$ cat src/rtl/neuron_mac.sv
// ============================================================================
// neuron_mac
// ----------------------------------------------------------------------------
// Multiply-accumulate core for one neuron. Each pass streams NUM_INPUTS
// signed samples. Every sample is multiplied by a weight that an external
// synchronous ROM returns one cycle after w_addr. The products are summed with
// saturation, the bias is added, and the result is presented for one cycle
// on out_valid / out_sum. Passes may run back to back and may contain gaps.
//
// Pipeline (T = cycle in which a sample is accepted):
//   stage 1 (edge ending T)   : capture sample, valid and "last index" flag
//   stage 2 (edge ending T+1) : full-precision product with the ROM weight
//   stage 3 (edge ending T+2) : saturating accumulate; on the last sample
//                               add the bias, publish out_sum, clear acc
//   out_valid is high during cycle T+3 for the final sample of a pass.
//
// Parameters
//   DATA_WIDTH       : width of samples and weights (two's complement)
//   WEIGHT_INT_WIDTH : integer bits of the weight (1 sign, int, fraction)
//   NUM_INPUTS       : samples per pass, 2..65535
//
// Ports
//   clk       : in  clock, all state on rising edge
//   rst_n     : in  asynchronous active-low reset
//   clear     : in  synchronous abort of the current pass
//   in_valid  : in  in_data valid this cycle (no backpressure)
//   in_data   : in  signed sample, DATA_WIDTH
//   w_addr    : out weight ROM address (= current input index)
//   w_data    : in  signed weight, valid one cycle after w_addr
//   bias      : in  signed bias in product format, 2*DATA_WIDTH
//   out_valid : out one-cycle pulse, out_sum valid
//   out_sum   : out signed saturated neuron sum, 2*DATA_WIDTH, held until
//               the next out_valid
// ============================================================================
module neuron_mac #(
    parameter int DATA_WIDTH       = 16,
    parameter int WEIGHT_INT_WIDTH = 4,
    parameter int NUM_INPUTS       = 4
) (
    input  logic                            clk,
    input  logic                            rst_n,
    input  logic                            clear,
    input  logic                            in_valid,
    input  logic [DATA_WIDTH-1:0]           in_data,
    output logic [$clog2(NUM_INPUTS)-1:0]   w_addr,
    input  logic [DATA_WIDTH-1:0]           w_data,
    input  logic [2*DATA_WIDTH-1:0]         bias,
    output logic                            out_valid,
    output logic [2*DATA_WIDTH-1:0]         out_sum
);

    localparam int IDX_W = $clog2(NUM_INPUTS);
    localparam int ACC_W = 2 * DATA_WIDTH;

    localparam logic [IDX_W-1:0] LAST_IDX = IDX_W'(NUM_INPUTS - 1);
    localparam logic [ACC_W-1:0] SAT_MAX  = {1'b0, {(ACC_W-1){1'b1}}};
    localparam logic [ACC_W-1:0] SAT_MIN  = {1'b1, {(ACC_W-1){1'b0}}};

    // Parameter sanity checks, evaluated at elaboration only.
    if (NUM_INPUTS < 2 || NUM_INPUTS > 65535) begin : g_bad_num_inputs
        $error("neuron_mac: NUM_INPUTS must lie in 2..65535");
    end
    if (WEIGHT_INT_WIDTH < 0 || WEIGHT_INT_WIDTH > DATA_WIDTH - 1) begin : g_bad_weight_int
        $error("neuron_mac: WEIGHT_INT_WIDTH must lie in 0..DATA_WIDTH-1");
    end

    typedef enum logic [0:0] {
        IDLE,
        ACCUM
    } state_t;

    state_t                  state;
    logic [IDX_W-1:0]        idx;
    logic                    accept;

    logic signed [DATA_WIDTH-1:0] d1;
    logic                         v1;
    logic                         last1;

    logic signed [ACC_W-1:0] prod;
    logic                    v2;
    logic                    last2;

    logic signed [ACC_W-1:0] acc;
    logic signed [ACC_W-1:0] prod_full;
    logic signed [ACC_W-1:0] acc_step;
    logic signed [ACC_W-1:0] biased;

    // Saturating add: one guard bit detects overflow, which can only happen
    // when the guard bit and the result sign disagree.
    function automatic logic [ACC_W-1:0] sat_add(
        input logic [ACC_W-1:0] a,
        input logic [ACC_W-1:0] b
    );
        logic [ACC_W:0] s;
        s = {a[ACC_W-1], a} + {b[ACC_W-1], b};
        if (s[ACC_W] != s[ACC_W-1]) begin
            sat_add = s[ACC_W] ? SAT_MIN : SAT_MAX;
        end else begin
            sat_add = s[ACC_W-1:0];
        end
    endfunction

    // A sample arriving together with clear is thrown away.
    assign accept = in_valid && !clear;

    // The ROM is addressed directly from the index, so its one-cycle read
    // latency lines the weight up with the stage-1 sample register.
    assign w_addr = idx;

    // Both operands are widened with sign extension first, so the product
    // is exact: a DATA_WIDTH x DATA_WIDTH signed product always fits ACC_W.
    assign prod_full = ACC_W'(d1) * ACC_W'($signed(w_data));
    assign acc_step  = sat_add(acc, prod);
    assign biased    = sat_add(acc_step, bias);

    // Input index: counts accepted samples and wraps at the end of a pass.
    always_ff @(posedge clk or negedge rst_n) begin
        if (!rst_n) begin
            idx <= '0;
        end else if (clear) begin
            idx <= '0;
        end else if (in_valid) begin
            idx <= (idx == LAST_IDX) ? '0 : idx + 1'b1;
        end
    end

    // Stage 1: capture the sample and remember whether it closes the pass.
    always_ff @(posedge clk or negedge rst_n) begin
        if (!rst_n) begin
            d1    <= '0;
            v1    <= 1'b0;
            last1 <= 1'b0;
        end else begin
            d1    <= $signed(in_data);
            v1    <= accept;
            last1 <= (idx == LAST_IDX);
        end
    end

    // Stage 2: multiply by the weight that the ROM returned this cycle.
    always_ff @(posedge clk or negedge rst_n) begin
        if (!rst_n) begin
            prod  <= '0;
            v2    <= 1'b0;
            last2 <= 1'b0;
        end else begin
            prod  <= prod_full;
            v2    <= v1 && !clear;
            last2 <= last1;
        end
    end

    // Stage 3: accumulate. On the final product the accumulator is zeroed
    // in the same edge, so a next pass's first product one cycle later
    // starts from zero without a bubble. out_sum is only written here and
    // therefore holds between pulses.
    always_ff @(posedge clk or negedge rst_n) begin
        if (!rst_n) begin
            acc       <= '0;
            out_sum   <= '0;
            out_valid <= 1'b0;
        end else if (clear) begin
            acc       <= '0;
            out_valid <= 1'b0;
        end else begin
            out_valid <= 1'b0;
            if (v2) begin
                if (last2) begin
                    out_sum   <= biased;
                    out_valid <= 1'b1;
                    acc       <= '0;
                end else begin
                    acc <= acc_step;
                end
            end
        end
    end

    // Pass tracking: ACCUM from the first accepted sample until the final
    // product has been accumulated with nothing else in the pipeline.
    always_ff @(posedge clk or negedge rst_n) begin
        if (!rst_n) begin
            state <= IDLE;
        end else if (clear) begin
            state <= IDLE;
        end else begin
            case (state)
                IDLE: begin
                    if (accept) begin
                        state <= ACCUM;
                    end
                end
                ACCUM: begin
                    if (v2 && last2 && !v1 && !accept) begin
                        state <= IDLE;
                    end
                end
                default: state <= IDLE;
            endcase
        end
    end

endmodule

$ cat config.mk
export PLATFORM = sky130hd
export DESIGN_NAME = neuron_mac
export DESIGN_NICKNAME = d
export VERILOG_FILES = /design/src/rtl/neuron_mac.sv
export SDC_FILE = /design/constraint.sdc
export NUM_CORES = 1
export LEC_CHECK = 0
export ABC_AREA = 1
export BUFFER_PORTS_ARGS = -buffer_cell sky130_fd_sc_hd__buf_2
export CAP_MARGIN = 15
export CORE_MARGIN = 2
export CORE_UTILIZATION = 65
export CTS_BUF_LIST = sky130_fd_sc_hd__clkbuf_2 sky130_fd_sc_hd__clkbuf_4 sky130_fd_sc_hd__clkbuf_8
export DETAILED_ROUTE_END_ITERATION = 12
export GPL_TIMING_DRIVEN = 0
export HOLD_SLACK_MARGIN = 0.15
export MAX_ROUTING_LAYER = met4
export PLACE_DENSITY = 0.84
export SLEW_MARGIN = 20
export SYNTH_ARGS = -nofsm -noshare
export SYNTH_HDL_FRONTEND = slang
export SYNTH_SLANG_ARGS = --single-unit
export TNS_END_PERCENT = 100
$ cat constraint.sdc
create_clock -name clk -period 6.11 [get_ports clk]
set_input_delay 1.222 -clock clk [delete_from_list [all_inputs] [get_ports clk]]
set_output_delay 1.222 -clock clk [all_outputs]
set_load 0.02 [all_outputs]
==> impl_metrics.ini <==
[detailed_routing]
wl_per_cell_um = 18.1
ant_nets = 0
drcViolationCount = 0
vias_per_cell = 5.51
num_vias = 16800
firstDrtPassIters = 5
drt_iter0_markers = 1142
routed_wl_um = 55300

[place]
place.gp.congestion = 1.08
io_buffers = 87
place_area_mm2 = 0.0198
place_hpwl_um = 45500

[die]
ios = 103
die_w_um = 174
num_rows = 62
dieArea_mm2 = 0.0303
coreArea_mm2 = 0.0285
die_y_um = 174
start_util_pct = 65.8

[logic_synthesis]
synth_seq_cells = 119
syn_nets = 3015
synth_largest_area_cell = fa_1
yosys-top-cells-count = nand2_1 (769), inv_1 (559), fa_1 (264), ha_1 (147), a21oi_1 (122)
ys_async_sr_fraction_pct = 100
synth_top_area_share_pct = 28.1
synth_area_leaders = fa_1 (28%), dfrtp_1 (16%), nand2_1 (15%)
synth.most_common_cell = nand2_1
synth_cells = 2536
ys_types = 43
yosys_most_used_dff = dfrtp_1
avgSynthCellArea_um2 = 7.41
yosys_warnings = 0
synth-edff-count = 0
yosysSeqAreaShare_pct = 15.9
synth_area_mm2 = 0.0188

[grt]
grt_usage_pct = 38.5
antenna_found_initial = 0
grt_start_max_net_pins = 61
grt_pass1_wl_um = 88000
grt_pass1_vias = 17600
overflow = 0

[clock_network]
clock_path_buffers = 2
cts_hold_buf = 0
clkLatencyLatePin_ps = 470
htreeDepth = 4
clk_pin_slew_ps = 90
cts_tree = yes
root_buffer = clkbuf_8
cts_sinks = 119
cts_buffers = 17

[finish]
diodes = 0
final_area_mm2 = 0.0209
drive_gt1_share_pct = 11.5
fin_nets = 3132
syn2layout_area_growth_pct = 11.0
fillers = 2328

[setup_path]
max_stage_delay_ps = 550
cpMostUsedCell = fa_1
criticalPathCategory = input pin to flip-flop
path_max_fanout = 10
required_ps = 6430
setup.worst_path.end_class = flip-flop
rrSetupSlack_ps = 30
path_buf_inv = 6
worst_setup_path_start_kind = input pin
critPathSlowestCell = fa_1
crit_family = adder cells
crit_chain = clkbuf_4 -> buf_8 -> nand2_1 -> fa_1 -> fa_1 -> fa_1 -> inv_1 -> fa_1 -> fa_1 -> inv_1 -> fa_1 -> inv_1 -> ha_2 -> nand2_2 -> inv_1 -> a21oi_1 -> nand3_1 -> a21oi_1 -> o21ai_0 -> xor2_1
cp.arrival_ps = 6420

[timing]
fin_crit_ps = 6110
fin_crit_sh_pct = 100
setup_viol = 0
hold_violations = 0
maxSlewViolCount = 0
worstMarginPinSlew_ps = 876
fin_skew_ps = 24.4
relSlewSlack_pct = 41.4
timing.fmax_mhz = 164

[run]
drv_cap = 0

[worst_hold_path]
hold_path_class = flip-flop to flip-flop

[status]
status = completed
[final timing paths]
check	depth (start not counted)	startpoint	to
max in group asynchronous	2	rst_n	d1[15]
worst min-delay path	0	last1	last2
worst min register to register	0	last1	last2
worst max register to register	19	d1[12]	prod[20]
worst max-delay path	20	w_data[1]	prod[20]
min in group asynchronous	1	rst_n	out_sum[8]
[flip-flops by register name (all words and copies together) (netlist names)]
name	flops
acc	32
d1	16
last1	1
last2	1
out_sum	32
out_valid	1
prod	32
v1	1
v2	1
w_addr	2
[layout make-up]
cell class / count / area [um2] / share of cell area [%]
Timing Repair Buffer: 106 / 643 / 3.08
Multi-Input combinational cell: 1771 / 13700 / 65.5
Sequential cell: 119 / 2980 / 14.3
Clock buffer: 18 / 248 / 1.19
Clock inverter: 14 / 174 / 0.834
Buffer: 76 / 556 / 2.66
Inverter: 562 / 2120 / 10.1
Tap cell: 384 / 480 / 2.30
[cell families after synthesis]
kind of cell | count (synthesis) | synth area share (%)
DFF | 119 | 15.9
xor gates and xnor gates | 76 | 3.54
adders and majority gates | 411 | 37.9
AOI/OAI and AO/OA | 214 | 6.29
and+or+nand+nor | 1070 | 23.1
buffers and inverters | 646 | 13.3
[placed cells by master, fill, tap and decap left out, types with 6 or more instances in the layout]
master and count:
a21o_1 10, a21oi_1 114, a21oi_2 8, buf_2 96
buf_4 17, buf_6 16, buf_8 7, clkbuf_1 16
clkbuf_2 21, clkbuf_8 18, dfrtp_1 116, fa_1 254
fa_2 10, ha_1 131, ha_2 6, ha_4 10
inv_1 550, inv_2 10, nand2_1 753, nand2_2 24
nand3_1 106, nand4_1 15, nor2_1 118, nor2_2 8
nor3_1 14, o21ai_0 43, o21ai_1 6, o21bai_1 15
xnor2_1 36, xor2_1 40
[through the flow]
| stage | cells | hold slack (ps) | utilization [%] | worst slack (ps) | TNS [ps] |
|---|---|---|---|---|---|
| floorplan | 2536 | 331 | - | 0.605 | 0 |
| global placement | 3007 | 332 | 69.2 | -913 | -11760 |
| detailed placement | 3008 | 343 | 69.3 | -1010 | -13270 |
| CTS | 3040 | 365 | 71.4 | 3.15 | 0 |
| global route | 3050 | 371 | 73.1 | -142 | -520 |
| finish | 3050 | 366 | 73.1 | 0.755 | 0 |
[timing repair]
action                                  in CTS  in global routing
endpoints found under the setup margin      16                 16
setup buffers                                3                 13
gates resized for setup                     52                117
cloned                                       0                  2
pin swaps                                    3                 32
[routing by layer]
| layer | global-route usage (%) | wire length [um] | up-vias | part of all wire, % |
|---|---|---|---|---|
| li1 | - | - | 7834 | - |
| met1 | 43.0 | 20500 | 8041 | 37 |
| met2 | 66.3 | 27400 | 708 | 50 |
| met3 | 4.55 | 3300 | 222 | 6.0 |
| met4 | 23.7 | 4050 | 0 | 7.3 |
| met5 | - | 0 | - | 0 |
Power is left out: the tool's default activity adds up to more than one toggle a clock period on the data nets, which glitch-free logic cannot reach.
